$ cat config.mk
export PLATFORM = sky130hd
export DESIGN_NAME = apb_nslave_master
export DESIGN_NICKNAME = d
export VERILOG_FILES = /design/src/rtl/apb_nslave_pkg.sv /design/src/rtl/apb_addr_decode.sv /design/src/rtl/apb_nslave_master.sv
export SDC_FILE = /design/constraint.sdc
export NUM_CORES = 1
export LEC_CHECK = 0
export BUFFER_PORTS_ARGS = -buffer_cell sky130_fd_sc_hd__buf_4
export CAP_MARGIN = 5
export CORE_MARGIN = 2
export CORE_UTILIZATION = 49
export DETAILED_ROUTE_END_ITERATION = 8
export GPL_ROUTABILITY_DRIVEN = 0
export HOLD_SLACK_MARGIN = 0.15
export PLACE_DENSITY = 0.85
export SLEW_MARGIN = 0
export SYNTH_ARGS = -nofsm -noshare
export SYNTH_HDL_FRONTEND = slang
export SYNTH_SLANG_ARGS = --single-unit
$ cat constraint.sdc
create_clock -name pclk -period 3.2 [get_ports pclk]
set_input_delay 0.96 -clock pclk [delete_from_list [all_inputs] [get_ports pclk]]
set_output_delay 0.96 -clock pclk [all_outputs]
set_load 0.02 [all_outputs]
$ cat src/rtl/apb_nslave_pkg.sv
// Shared types and helpers for the N-slave APB master bridge.
package apb_nslave_pkg;

   typedef enum logic [1:0] {
      ST_IDLE   = 2'd0,
      ST_SETUP  = 2'd1,
      ST_ACCESS = 2'd2
   } state_e;

   // Width of the slave-index field taken from the top address bits.
   function automatic int SELW(input int n);
      return (n <= 2) ? 1 : $clog2(n);
   endfunction

endpackage

$ cat src/rtl/apb_addr_decode.sv
// Maps the top address bits to a one-hot slave select; flags indices with no slave.
module apb_addr_decode
   import apb_nslave_pkg::*;
#(
   parameter int AW = 32,
   parameter int NS = 2
) (
   input  logic [AW-1:0] addr_i,
   output logic [NS-1:0] sel_o,
   output logic          err_o
);

   localparam int SW = SELW(NS);

   logic [SW-1:0] idx;
   logic          unused_lsb;

   assign idx        = addr_i[AW-1 -: SW];
   assign unused_lsb = ^addr_i[AW-SW-1:0];

   always_comb begin
      sel_o = '0;
      err_o = 1'b0;
      if (int'(idx) >= NS) err_o = 1'b1;
      else                 sel_o[idx] = 1'b1;
   end

endmodule

$ cat src/rtl/apb_nslave_master.sv
// APB master bridge: request port to APB cycles toward NS slaves, with wait
// states, slave errors, decode errors, access timeout and back-to-back transfers.
//
// state  | meaning
// IDLE   | ready for a request; emits decode-error responses
// SETUP  | psel asserted, penable low, request latched onto the bus
// ACCESS | penable high, waiting for pready or timeout
module apb_nslave_master
   import apb_nslave_pkg::*;
#(
   parameter int AW      = 32,
   parameter int DW      = 32,
   parameter int NS      = 2,
   parameter int TIMEOUT = 256
) (
   input  logic             pclk,
   input  logic             presetn,
   input  logic             transfer,
   input  logic             read_write,
   input  logic [AW-1:0]    apb_write_paddr,
   input  logic [AW-1:0]    apb_read_paddr,
   input  logic [DW-1:0]    apb_write_data,
   input  logic [DW/8-1:0]  apb_write_strb,
   output logic             req_ready,
   output logic             rsp_valid,
   output logic             rsp_err,
   output logic [DW-1:0]    apb_read_data_out,
   output logic [NS-1:0]    psel,
   output logic             penable,
   output logic             pwrite,
   output logic [AW-1:0]    paddr,
   output logic [DW-1:0]    pwdata,
   output logic [DW/8-1:0]  pstrb,
   input  logic [NS*DW-1:0] prdata,
   input  logic [NS-1:0]    pready,
   input  logic [NS-1:0]    pslverr
);

   typedef struct packed {
      logic            write;
      logic [AW-1:0]   addr;
      logic [DW-1:0]   data;
      logic [DW/8-1:0] strb;
   } req_t;

   localparam int CW = (TIMEOUT < 2) ? 1 : $clog2(TIMEOUT);
   localparam logic [CW-1:0] TO_LAST = CW'((TIMEOUT == 0) ? 0 : TIMEOUT - 1);

   state_e          state_q;
   req_t            req_d, req_q;
   logic [NS-1:0]   sel_q;
   logic            penable_q;
   logic            rsp_valid_q, rsp_err_q;
   logic            err_pend_q;
   logic [DW-1:0]   rdata_q;
   logic [CW-1:0]   wcnt_q;

   logic [NS-1:0]   dec_sel;
   logic            dec_err;
   logic            pready_s, pslverr_s, done, timeout_hit, accept;
   logic [DW-1:0]   prdata_s;

   always_comb begin
      req_d.write = read_write;
      req_d.addr  = read_write ? apb_write_paddr : apb_read_paddr;
      req_d.data  = apb_write_data;
      req_d.strb  = read_write ? apb_write_strb : '0;
   end

   // Decode the incoming address so the accept edge already knows the target.
   apb_addr_decode #(.AW(AW), .NS(NS)) u_dec (
      .addr_i (req_d.addr),
      .sel_o  (dec_sel),
      .err_o  (dec_err)
   );

   always_comb begin
      prdata_s = '0;
      for (int i = 0; i < NS; i++)
         if (sel_q[i]) prdata_s = prdata_s | prdata[i*DW +: DW];
   end

   assign pready_s    = |(pready & sel_q);
   assign pslverr_s   = |(pslverr & sel_q);
   assign done        = (state_q == ST_ACCESS) && pready_s;
   assign timeout_hit = (TIMEOUT != 0) && (state_q == ST_ACCESS) && !pready_s
                        && (wcnt_q == TO_LAST);
   assign req_ready   = presetn && ((state_q == ST_IDLE) || done);
   assign accept      = transfer && req_ready;

   always_ff @(posedge pclk or negedge presetn) begin
      if (!presetn) begin
         state_q     <= ST_IDLE;
         req_q       <= '0;
         sel_q       <= '0;
         penable_q   <= 1'b0;
         rsp_valid_q <= 1'b0;
         rsp_err_q   <= 1'b0;
         err_pend_q  <= 1'b0;
         rdata_q     <= '0;
         wcnt_q      <= '0;
      end else begin
         rsp_valid_q <= 1'b0;
         rsp_err_q   <= 1'b0;
         unique case (state_q)
            ST_IDLE: begin
               // A decode error accepted on a completion cycle is answered here.
               if (err_pend_q) begin
                  rsp_valid_q <= 1'b1;
                  rsp_err_q   <= 1'b1;
               end
               err_pend_q <= 1'b0;
               if (accept) begin
                  if (dec_err) begin
                     if (err_pend_q) err_pend_q <= 1'b1;
                     else begin
                        rsp_valid_q <= 1'b1;
                        rsp_err_q   <= 1'b1;
                     end
                  end else begin
                     req_q   <= req_d;
                     sel_q   <= dec_sel;
                     state_q <= ST_SETUP;
                  end
               end
            end
            ST_SETUP: begin
               penable_q <= 1'b1;
               wcnt_q    <= '0;
               state_q   <= ST_ACCESS;
            end
            ST_ACCESS: begin
               if (pready_s) begin
                  rsp_valid_q <= 1'b1;
                  rsp_err_q   <= pslverr_s;
                  if (!req_q.write && !pslverr_s) rdata_q <= prdata_s;
                  penable_q <= 1'b0;
                  sel_q     <= '0;
                  state_q   <= ST_IDLE;
                  if (accept) begin
                     if (dec_err) err_pend_q <= 1'b1;
                     else begin
                        req_q   <= req_d;
                        sel_q   <= dec_sel;
                        state_q <= ST_SETUP;
                     end
                  end
               end else if (timeout_hit) begin
                  penable_q   <= 1'b0;
                  sel_q       <= '0;
                  rsp_valid_q <= 1'b1;
                  rsp_err_q   <= 1'b1;
                  state_q     <= ST_IDLE;
               end else if (TIMEOUT != 0) begin
                  wcnt_q <= wcnt_q + 1'b1;
               end
            end
            default: state_q <= ST_IDLE;
         endcase
      end
   end

   assign psel              = sel_q;
   assign penable           = penable_q;
   assign pwrite            = req_q.write;
   assign paddr             = req_q.addr;
   assign pwdata            = req_q.data;
   assign pstrb             = req_q.strb;
   assign rsp_valid         = rsp_valid_q;
   assign rsp_err           = rsp_err_q;
   assign apb_read_data_out = rdata_q;

endmodule

---- After elaboration in Yosys (flattened, before gate mapping) ----
Index checks and enable logic that the tools add are counted.
cells by class
  reductions and logical operators ........ 22
  add/subtract/negate cells ............... 1
  muxes and demuxes ....................... 29
  $lt $le $gt $ge ......................... 2
  bitwise operators ....................... 3
  equal/unequal tests ..................... 8
operators by type and width
  cell                                           number
  two-way mux 69 bit                             2
  case mux 69 bit (2 select lines)               1
  two-way mux 32 bit                             3
  bitwise OR 32 bit                              1
  two-way mux 8 bit                              2
  case mux 8 bit (2 select lines)                1
  two-way mux 2 bit                              6
  two-way mux 1 bit                              9
  AND reduction 3 bit                            3
  adder 8 x 1 -> 8 bit, second input constant    1
  == test 8 bit, second input constant           1
  != test 2 bit, second input constant           4
  logical AND 1 bit                              7
  case mux 2 bit (3 select lines)                1
  AND reduction 2 bit                            3
  AND 2 bit                                      2
  two-way mux 4 bit                              1
  case mux 2 bit (2 select lines)                1
  nonzero test 2 bit                             2
  OR reduction 2 bit                             2
  logical NOT 1 bit                              3
  != test 3 bit, second input constant           1
  == test 2 x 1 -> 1 bit, second input constant  1
  == test 2 bit, second input constant           1
  6 further kinds                                6
word-level totals
  bits of input ports ..................... 172
  register bits ........................... 116
  word-level logic and storage cells ...... 76
  output and inout bits ................... 107

---- Depth between registers and ports, before layout ----
Gate-level depths: netlist of the first run.
  word-level depth ........................ 9
  gate-level depth with buffers ........... 8

---- Modules after synthesis ----
From an unflattened synthesis of the first run, not the netlist that was laid out.
unflattened totals
  cell total of the unflattened synthesis .. 405
  area, all modules ....................... 5559.1 um^2
modules (own cells, without submodules)
  module             cells each  times used  area an instance (um^2)
  apb_nslave_master  401         1           5536.6
  apb_addr_decode    4           1           22.5

---- Worst setup path after synthesis of the first run ----
OpenSTA, ideal clock, no wires.
  path type ............................... input to output
  start ................................... input port pready[0]
  end ..................................... output port req_ready
  data required time ...................... 2.240 ns
  stages .................................. 3
  path slack .............................. 0.736 ns
  path buffers ............................ 0
  arrival ................................. 1.504 ns
  path through ............................ a22o_4 a21oi_1 nor2b_1
between the ends
  cells in the longest elaborated chain, start to end .. 5
RTL lines
  what                RTL line                 text
  start: declaration  apb_nslave_master.sv:35  input logic [NS-1:0] pready,
  AND 2 bit           apb_nslave_master.sv:83  assign pready_s = |(pready & sel_q);
  OR reduction 2 bit  apb_nslave_master.sv:83
  logical AND 1 bit   apb_nslave_master.sv:85  assign done = (state_q == ST_ACCESS) && pready_s;
  logical OR 1 bit    apb_nslave_master.sv:88  assign req_ready = presetn && ((state_q == ST_IDLE) || done);
  logical AND 1 bit   apb_nslave_master.sv:88
  end: declaration    apb_nslave_master.sv:24  output logic req_ready,
No other way between the ends.

---- Worst setup path in the final report of the first run ----
  start ................................... register state_q[0]
  end ..................................... output port req_ready
between the ends
  cells in the longest elaborated chain, start to end .. 4
  elaborated cells between the ends (all ways) .. 5
  classes of those cells .................. eq/ne: 1; reduce/logical: 4
RTL lines
  what                      RTL line                  text
  start: declaration        apb_nslave_master.sv:49   state_e state_q;
  start signal: assignment  apb_nslave_master.sv:93   state_q <= ST_IDLE;
  start signal: assignment  apb_nslave_master.sv:123  state_q <= ST_SETUP;
  start signal: assignment  apb_nslave_master.sv:130  state_q <= ST_ACCESS;
  == test 2 bit             apb_nslave_master.sv:85
  logical AND 1 bit         apb_nslave_master.sv:85
  logical OR 1 bit (*)      apb_nslave_master.sv:88
  logical AND 1 bit (*)     apb_nslave_master.sv:88
Mark *: on every way between the ends. The rest lies on a longest branch, timed or not.

==> results by group, run 1 <==
Run status
  • Status: finished clean

Cells and area
  • Antenna diode instance count: 0
  • Non-Filler Instances: just over 900
  • Design Area, Final: 8070 sq um
  • Number of nets in the finished design: around 940
  • Fraction of layout instances using a drive strength above 1: 45.5%
  • Synth-to-Final Area Change: 54.3%

Die
  • Floorplan die height: roughly 110 um
  • Starting utilization of the core area: 50.6%
  • Die ar.: around 12,000 sq um
  • Core box area: 10,300 sq um
  • Row count: 37
  • Number of top-level pins: 279
  • Die span in x: 107 um

Worst setup path
  • CP Launch Type: flop
  • CP max stage cell: ha_1
  • Crit-path max FO: 14
  • CP arrival: about 2.0 ns
  • Series of cell instances along the critical path: inv_1 -> ha_1 -> a21oi_1 -> nor2b_1 -> buf_4
  • Kind of end point of the critical path: output port
  • Data required time at the worst endpoint: 2.24 ns
  • Setup CP Type: flop to output port
  • Largest incremental delay on the critical path: 0.52 ns

Synth
  • Leading post-synthesis cells by cell area: dfrtp_1 (56%), nand2_1 (11%), mux2_2 (7.1%), mux2i_1 (6.3%), a22o_1 (5.9%)
  • Top_reg_cell synth: dfrtp_1
  • Most numerous cell types in the synthesized netlist: nand2_1 (152), dfrtp_1 (116), a22o_1 (35)
  • Count of different cell masters after synthesis: 40
  • Net count of the mapped netlist: 671
  • Sequential area share after synthesis: 55.5%
  • Post-synthesis area per instance: about 11 sq um
  • Post-Syn Instances: 494
  • Cell area after synthesis: 5230 sq um
  • Top cell type's share of synthesized area: roughly 56%
  • Most used standard cell by instance count after synthesis: nand2_1
  • FFs w/ async S/R, synth: 100%
  • Library cell with the largest summed area after synthesis: dfrtp_1
  • Register bit count reported by yosys: ~120
  • EDFF count, synth: 0
  • Warnings from Yosys: 0

CTS
  • Maximum clock path buffer count: 2
  • Number of clock buffers inserted by TritonCTS: 17
  • Number of hold-repair buffers added at the cts stage: 0
  • Clock network latency to the later pin of the worst-skew pair: 0.49 ns
  • CTS Root Buffer Type: clkbuf_8
  • Sink Count: 116
  • Number of post-CTS setup repair buffers: 0
  • # resized after CTS: 0
  • Clock transition at the registers of the reported paths: 0.05 ns
  • Number of levels the H-tree was split into: 4
  • Clock tree from TritonCTS: yes

Timing
  • Final period util: 93.4%
  • Count of final setup violators: 0
  • Max Transition Viols Final: 0
  • Time the worst path needs with I/O delays and setup: between 2 and 3 ns
  • Setup TNS after final layout: 0 ns
  • Final hold slack: 0.475 ns
  • Achievable Freq: 334 MHz
  • Actual transition at the worst max-transition pin: 0.726 ns
  • Number of failing hold endpoints at the final stage: 0
  • Post-Route Skew: 0.00887 ns
  • Setup repair after global routing missed its margin: no
  • Slew HR: between 50% and 60%

Placement
  • Final HPWL DP: 11,900 um
  • Placed cell areas: 7440 sq um
  • Dpl cells: between 800 and 900
  • Number of port buffers: around 280

Global route
  • Remaining Overflow, GRT: 0
  • Overall global routing resource usage: 27.0%
  • Number of global-route vias before repair: 4,674
  • Global-route wire length before repair: ~24,000 um
  • Pin count of the biggest net entering global routing: 73
  • Antenna violations before repair: 0

Hold path
  • Class of the most critical hold timing path: flop to flop

Drt
  • DRT antenna net count: 0
  • First drt pass iteration count: 6
  • Mean routed wirelength per cell: 17.3 um
  • DRC violation count after routing: 0
  • Total wirelength of the detailed-routed design: roughly 16,000 um
  • Number of design-rule violations left by the first detailed-router iteration: 229
  • Via/cell ratio: between 5 and 6
  • Vias after detailed routing: 4,818

Pwr
  • Static power due to leakage: 4.37 nW
  • Power density cells: between 900 and 1000 nW/um^2
  • Worst ir drop on vdd: 0.426 mV

Run
  • Max-cap violation count: 0
[per-stage QoR]
step | total power, mW | setup WS, ns | util [%]
detailed placement | 5.55 | 0.493 | 72.0
finish | 7.53 | 0.210 | 78.1
global placement | 5.42 | 0.508 | 72.0
floorplan | 4.06 | 0.736 | -
CTS | 7.57 | 0.209 | 78.1
global route | 7.90 | 0.0202 | 78.1
[power by group]
part           switching (mW)  internal [mW]
logic                    1.80           1.34
clock network           0.660           1.34
registers               0.350           2.03
total                    2.81           4.72
[state kept, by name (all words and copies together), names as in the netlist]
register and cells:
apb_read_data_out 32, penable 1, pstrb 4, pwdata 32
paddr 32, psel 2, rsp_err 1, pwrite 1
wcnt_q 8, rsp_valid 1, state_q 2
[cells by family (layout without fill, tap and decap cells)]
logic type	Yosys count	in the layout	share of synthesized area, %
multiplexers	66	66	13.4
flip-flops	116	116	55.5
AND/OR/NAND/NOR	181	181	14.2
AO/OA/AOI/OAI	89	89	12.7
adder cells (fa/ha/maj)	5	5	1.20
buffers and inverters	37	323	2.99
[worst max-delay path, delay by kind of cell (launching register included)]
kind	cells	cell delay, ns
AO/OA/AOI/OAI	1	0.14
adder cells (fa/ha/maj)	1	0.52
buffers and inverters	2	0.28
flip-flops	1	0.41
AND/OR/NAND/NOR	1	0.20
[cell type report]
class                           count  area, sq um
Timing Repair Buffer              286         2160
Fill cell                         658         2260
Clock buffer                       19          422
Multi-Input combinational cell    341         2180
Inverter                            5         21.3
Tap cell                          136          170
Sequential cell                   116         2900
Clock inverter                     13          208
[placed cells by master (no fill, tap or decap), drive strengths merged, types with 8 or more instances in the layout]
| cell | synthesis | final |
|---|---|---|
| mux2 | 33 | 33 |
| nand3 | 8 | 8 |
| mux2i | 33 | 33 |
| a22o | 36 | 36 |
| nand2 | 152 | 152 |
| dfrtp | 116 | 116 |
| clkbuf | 24 | 19 |
| buf | 8 | 286 |
| o21ai | 31 | 31 |
[per-layer routing]
layer	vias up	part of all wire, %	GRT usage, %
met5	-	0	0
li1	2264	-	-
met2	214	53	48.7
met3	27	7.0	6.54
met4	0	3.1	12.6
met1	2313	37	29.8
[final timing paths]
| path | from | end | slack [ns] | depth (start not counted) |
|---|---|---|---|---|
| setup / recovery | state_q[0]$_DFFE_PN0P_ | req_ready | 0.21 | 5 |
| hold / removal | pstrb[2]$_DFFE_PN0P_ | pstrb[2]$_DFFE_PN0P_ | 0.48 | 2 |
| setup reg to reg | state_q[0]$_DFFE_PN0P_ | paddr[19]$_DFFE_PN0P_ | 0.87 | 7 |
| hold reg to reg | pstrb[2]$_DFFE_PN0P_ | pstrb[2]$_DFFE_PN0P_ | 0.48 | 2 |
| max in group asynchronous | presetn | pwdata[19]$_DFFE_PN0P_ | 1.35 | 3 |
| min in group asynchronous | presetn | paddr[8]$_DFFE_PN0P_ | 0.63 | 2 |
(Power assumes the default switching activity.)
==> run 2, diff against run 1 <==
- CAP_MARGIN: 5 -> default
- RECOVER_POWER: default -> 100
==> run 2 against run 1 <==
Non-clock buffer count did not move. Global-route usage unchanged. Clock power about the same. Clock skew about the same. Worst setup slack gained 0.015 ns. Die area did not move. Maximum frequency grew 0.51%. Cell area shrank 5.5%. Power is 6.6% lower. Sequential cell count stayed put. Register-to-register slack got worse by 0.55 ns. Critical endpoint unchanged. Largest cell class unchanged.
==> results by group, run 2 (synthesis gave the netlist of run 1 again) <==
Run status
  • Status: finished clean (unchanged)

Drt
  • Mean routed wirelength per cell: 17.3 um (about the same)
  • Vias after detailed routing: 4,813 (was 4,818)
  • DRT antenna net count: 0 (unchanged)
  • Met3 wire len: 1180 um (was 1100 um)
  • Top Metal Used: met4 (unchanged)
  • Metal2 WL: 8440 um (unchanged)
  • DRC violation count after routing: 0 (unchanged)
  • Met1 wire length: 5830 um (was 5780 um)
  • Number of design-rule violations left by the first detailed-router iteration: 239 (was 229)
  • First drt pass iteration count: 4 (was 6)
  • Total wirelength of the detailed-routed design: 15,900 um (was 15,800 um)
  • Via/cell ratio: 5.25 (was 5.26)

Worst setup path
  • CP arrival: 2.01 ns (was 2.03 ns)
  • Logic depth of the worst register-to-register path: 7 (unchanged)
  • Largest incremental delay on the critical path: 0.48 ns (was 0.52 ns)
  • CP max stage cell: ha_1 (unchanged)
  • Kind of end point of the critical path: output port (unchanged)
  • Last element of the critical path: req_ready (unchanged)
  • Source of the worst register-to-register timing path: state_q[0]$_DFFE_PN0P_ (unchanged)
  • Setup CP Type: flop to output port (unchanged)
  • Series of cell instances along the critical path: inv_1 -> ha_1 -> a21oi_1 -> nor2b_1 -> clkbuf_2 (was inv_1 -> ha_1 -> a21oi_1 -> nor2b_1 -> buf_4)
  • Cell family with the largest share of critical-path delay: adder cells (unchanged)
  • Beginning of the critical path: state_q[0]$_DFFE_PN0P_ (unchanged)
  • Instance count on the critical path: 5 (unchanged)
  • Data required time at the worst endpoint: 2.24 ns (about the same)
  • Endpoint of the worst register-to-register path: wcnt_q[7]$_DFFE_PN0P_ (was paddr[19]$_DFFE_PN0P_)
  • CP Launch Type: flop (unchanged)
  • Crit-path max FO: 14 (unchanged)
  • Register-to-register setup slack: 0.32 ns (was 0.87 ns)
  • CP Buf/Inv Count: 2 (unchanged)

Timing
  • Final period util: 93.0% (was 93.4%)
  • Setup repair after global routing missed its margin: no (unchanged)
  • Actual transition at the worst max-transition pin: 1.41 ns (was 0.726 ns)
  • Worst path setup slack after routing: 0.225 ns (was 0.210 ns)
  • Number of failing hold endpoints at the final stage: 0 (unchanged)
  • Slew HR: 6.06% (was 51.6%)
  • Setup TNS after final layout: 0 ns (unchanged)
  • Post-Route Skew: 0.00918 ns (was 0.00887 ns)
  • Achievable Freq: 336 MHz (was 334 MHz)
  • Time the worst path needs with I/O delays and setup: 2.97 ns (was 2.99 ns)
  • Max Transition Viols Final: 0 (unchanged)
  • Count of final setup violators: 0 (unchanged)

Run
  • Max-cap violation count: 0 (unchanged)

Pwr
  • Comb power frac: 37.8% (was 41.7%)
  • Reported net switching power: 2.79 mW (was 2.81 mW)
  • Power density cells: 922 nW/um^2 (was 933 nW/um^2)
  • Overall Power: 7.03 mW (was 7.53 mW)
  • Static power due to leakage: 3.90 nW (was 4.37 nW)
  • Worst ir drop on vdd: 0.363 mV (was 0.426 mV)
  • Part of the power in registers: 33.7% (was 31.7%)
  • Clock power share: 28.4% (was 26.6%)
  • Switching power as a share of total power: 39.7% (was 37.3%)
  • Cell-internal power: 4.24 mW (was 4.72 mW)

Cells and area
  • Most frequent cells in the layout: buf_4 (172), nand2_1 (152), dfrtp_1 (116) (was buf_4 (285), nand2_1 (152), dfrtp_1 (116))
  • Commonest non-fill, non-tap cell in the layout: buf_4 (unchanged)
  • Number of nets in the finished design: 944 (unchanged)
  • Fillers: 788 (was 658)
  • Multi-input combinational cell area: 2170 sq um (was 2180 sq um)
  • Antenna diode instance count: 0 (unchanged)
  • Area taken by flip-flops and latches: 2900 sq um (unchanged)
  • Fraction of layout instances using a drive strength above 1: 31.3% (was 45.5%)
  • Synth-to-Final Area Change: 45.8% (was 54.3%)

Die
  • Floorplan die height: 107 um (unchanged)
  • Die span in x: 107 um (unchanged)
  • Number of top-level pins: 279 (unchanged)
  • Starting utilization of the core area: 50.6% (unchanged)
  • Die ar.: 11,500 sq um (unchanged)
  • Row count: 37 (unchanged)
  • Core box area: 10,300 sq um (unchanged)

CTS
  • Number of levels the H-tree was split into: 4 (unchanged)
  • Sink Count: 116 (unchanged)
  • CTS Root Buffer Type: clkbuf_8 (unchanged)
  • Clock network latency to the later pin of the worst-skew pair: 0.49 ns (about the same)
  • Number of post-CTS setup repair buffers: 0 (unchanged)
  • Number of hold-repair buffers added at the cts stage: 0 (unchanged)
  • # resized after CTS: 0 (unchanged)
  • Maximum clock path buffer count: 2 (unchanged)
  • Clock transition at the registers of the reported paths: 0.05 ns (about the same)
  • Clock tree from TritonCTS: yes (unchanged)
  • Number of clock buffers inserted by TritonCTS: 17 (unchanged)

Placement
  • Worst setup timing slack at the placement stage: 0.493 ns (unchanged)
  • Final HPWL DP: 11,900 um (unchanged)
  • Number of port buffers: 278 (unchanged)

Global route
  • Overall global routing resource usage: 27.0% (unchanged)
  • Global-route wire length before repair: 23,600 um (unchanged)
  • Number of global-route vias before repair: 4,674 (unchanged)
  • Remaining Overflow, GRT: 0 (unchanged)
  • Antenna violations before repair: 0 (unchanged)
  • Pin count of the biggest net entering global routing: 73 (unchanged)

Hold path
  • Class of the most critical hold timing path: flop to flop (unchanged)
run 2: cell types whose count changed in the layout (fill, tap and decap cells not counted), sizes merged:
| cell | change |
|---|---|
| buf | -114 |
| clkbuf | +114 |
| inv | -1 |
| clkinvlp | +1 |
run 2: tightest hold or removal path, stage by stage (launching register included):
cell	delay, ns
dfrtp_1	0.33
nand2_1	0.05
nand2_1	0.06
run 2: worst min-delay path by stage:
stage / end / cells after the start / startpoint
after floorplan: wcnt_q[1]$_DFFE_PN0P_ / 1 / wcnt_q[1]$_DFFE_PN0P_
after CTS: pwdata[12]$_DFFE_PN0P_ / 2 / pwdata[12]$_DFFE_PN0P_
after detailed placement: pwdata[12]$_DFFE_PN0P_ / 2 / pwdata[12]$_DFFE_PN0P_
after global placement: pstrb[3]$_DFFE_PN0P_ / 2 / pstrb[3]$_DFFE_PN0P_
final: pwdata[12]$_DFFE_PN0P_ / 2 / pwdata[12]$_DFFE_PN0P_
after global routing: pstrb[1]$_DFFE_PN0P_ / 2 / pstrb[1]$_DFFE_PN0P_
run 2: area by class of cell:
class	instances	share of cell area, %
Sequential cell	116	38.1
Clock buffer	19	5.53
Inverter	5	0.263
Tap cell	136	2.23
Multi-Input combinational cell	341	28.4
Clock inverter	13	2.73
Timing Repair Buffer	286	22.7
run 2: through the flow:
step	std cells	hold WS, ns	instance area (sq um)	util, %
after floorplan	494	0.501	5230	-
after global placement	884	0.455	7440	72.0
after detailed placement	884	0.463	7440	72.0
after CTS	916	0.477	8070	78.1
after global routing	916	0.491	7620	73.8
final	916	0.472	7620	73.8
run 2: power by group through the flow:
stage / clock [mW] / sequential [mW] / combinational, mW
after floorplan: 0 / 3.01 / 1.04
after global placement: 0 / 2.36 / 3.06
after detailed placement: 0 / 2.40 / 3.15
after CTS: 2.02 / 2.38 / 3.16
after global routing: 2.09 / 2.44 / 2.88
final: 2.00 / 2.37 / 2.66
run 2: layer usage:
layer / up-vias / global-route usage (%)
met2: 229 / 48.7
met3: 23 / 6.54
met5: - / 0
met4: 0 / 12.6
met1: 2294 / 29.8
li1: 2267 / -
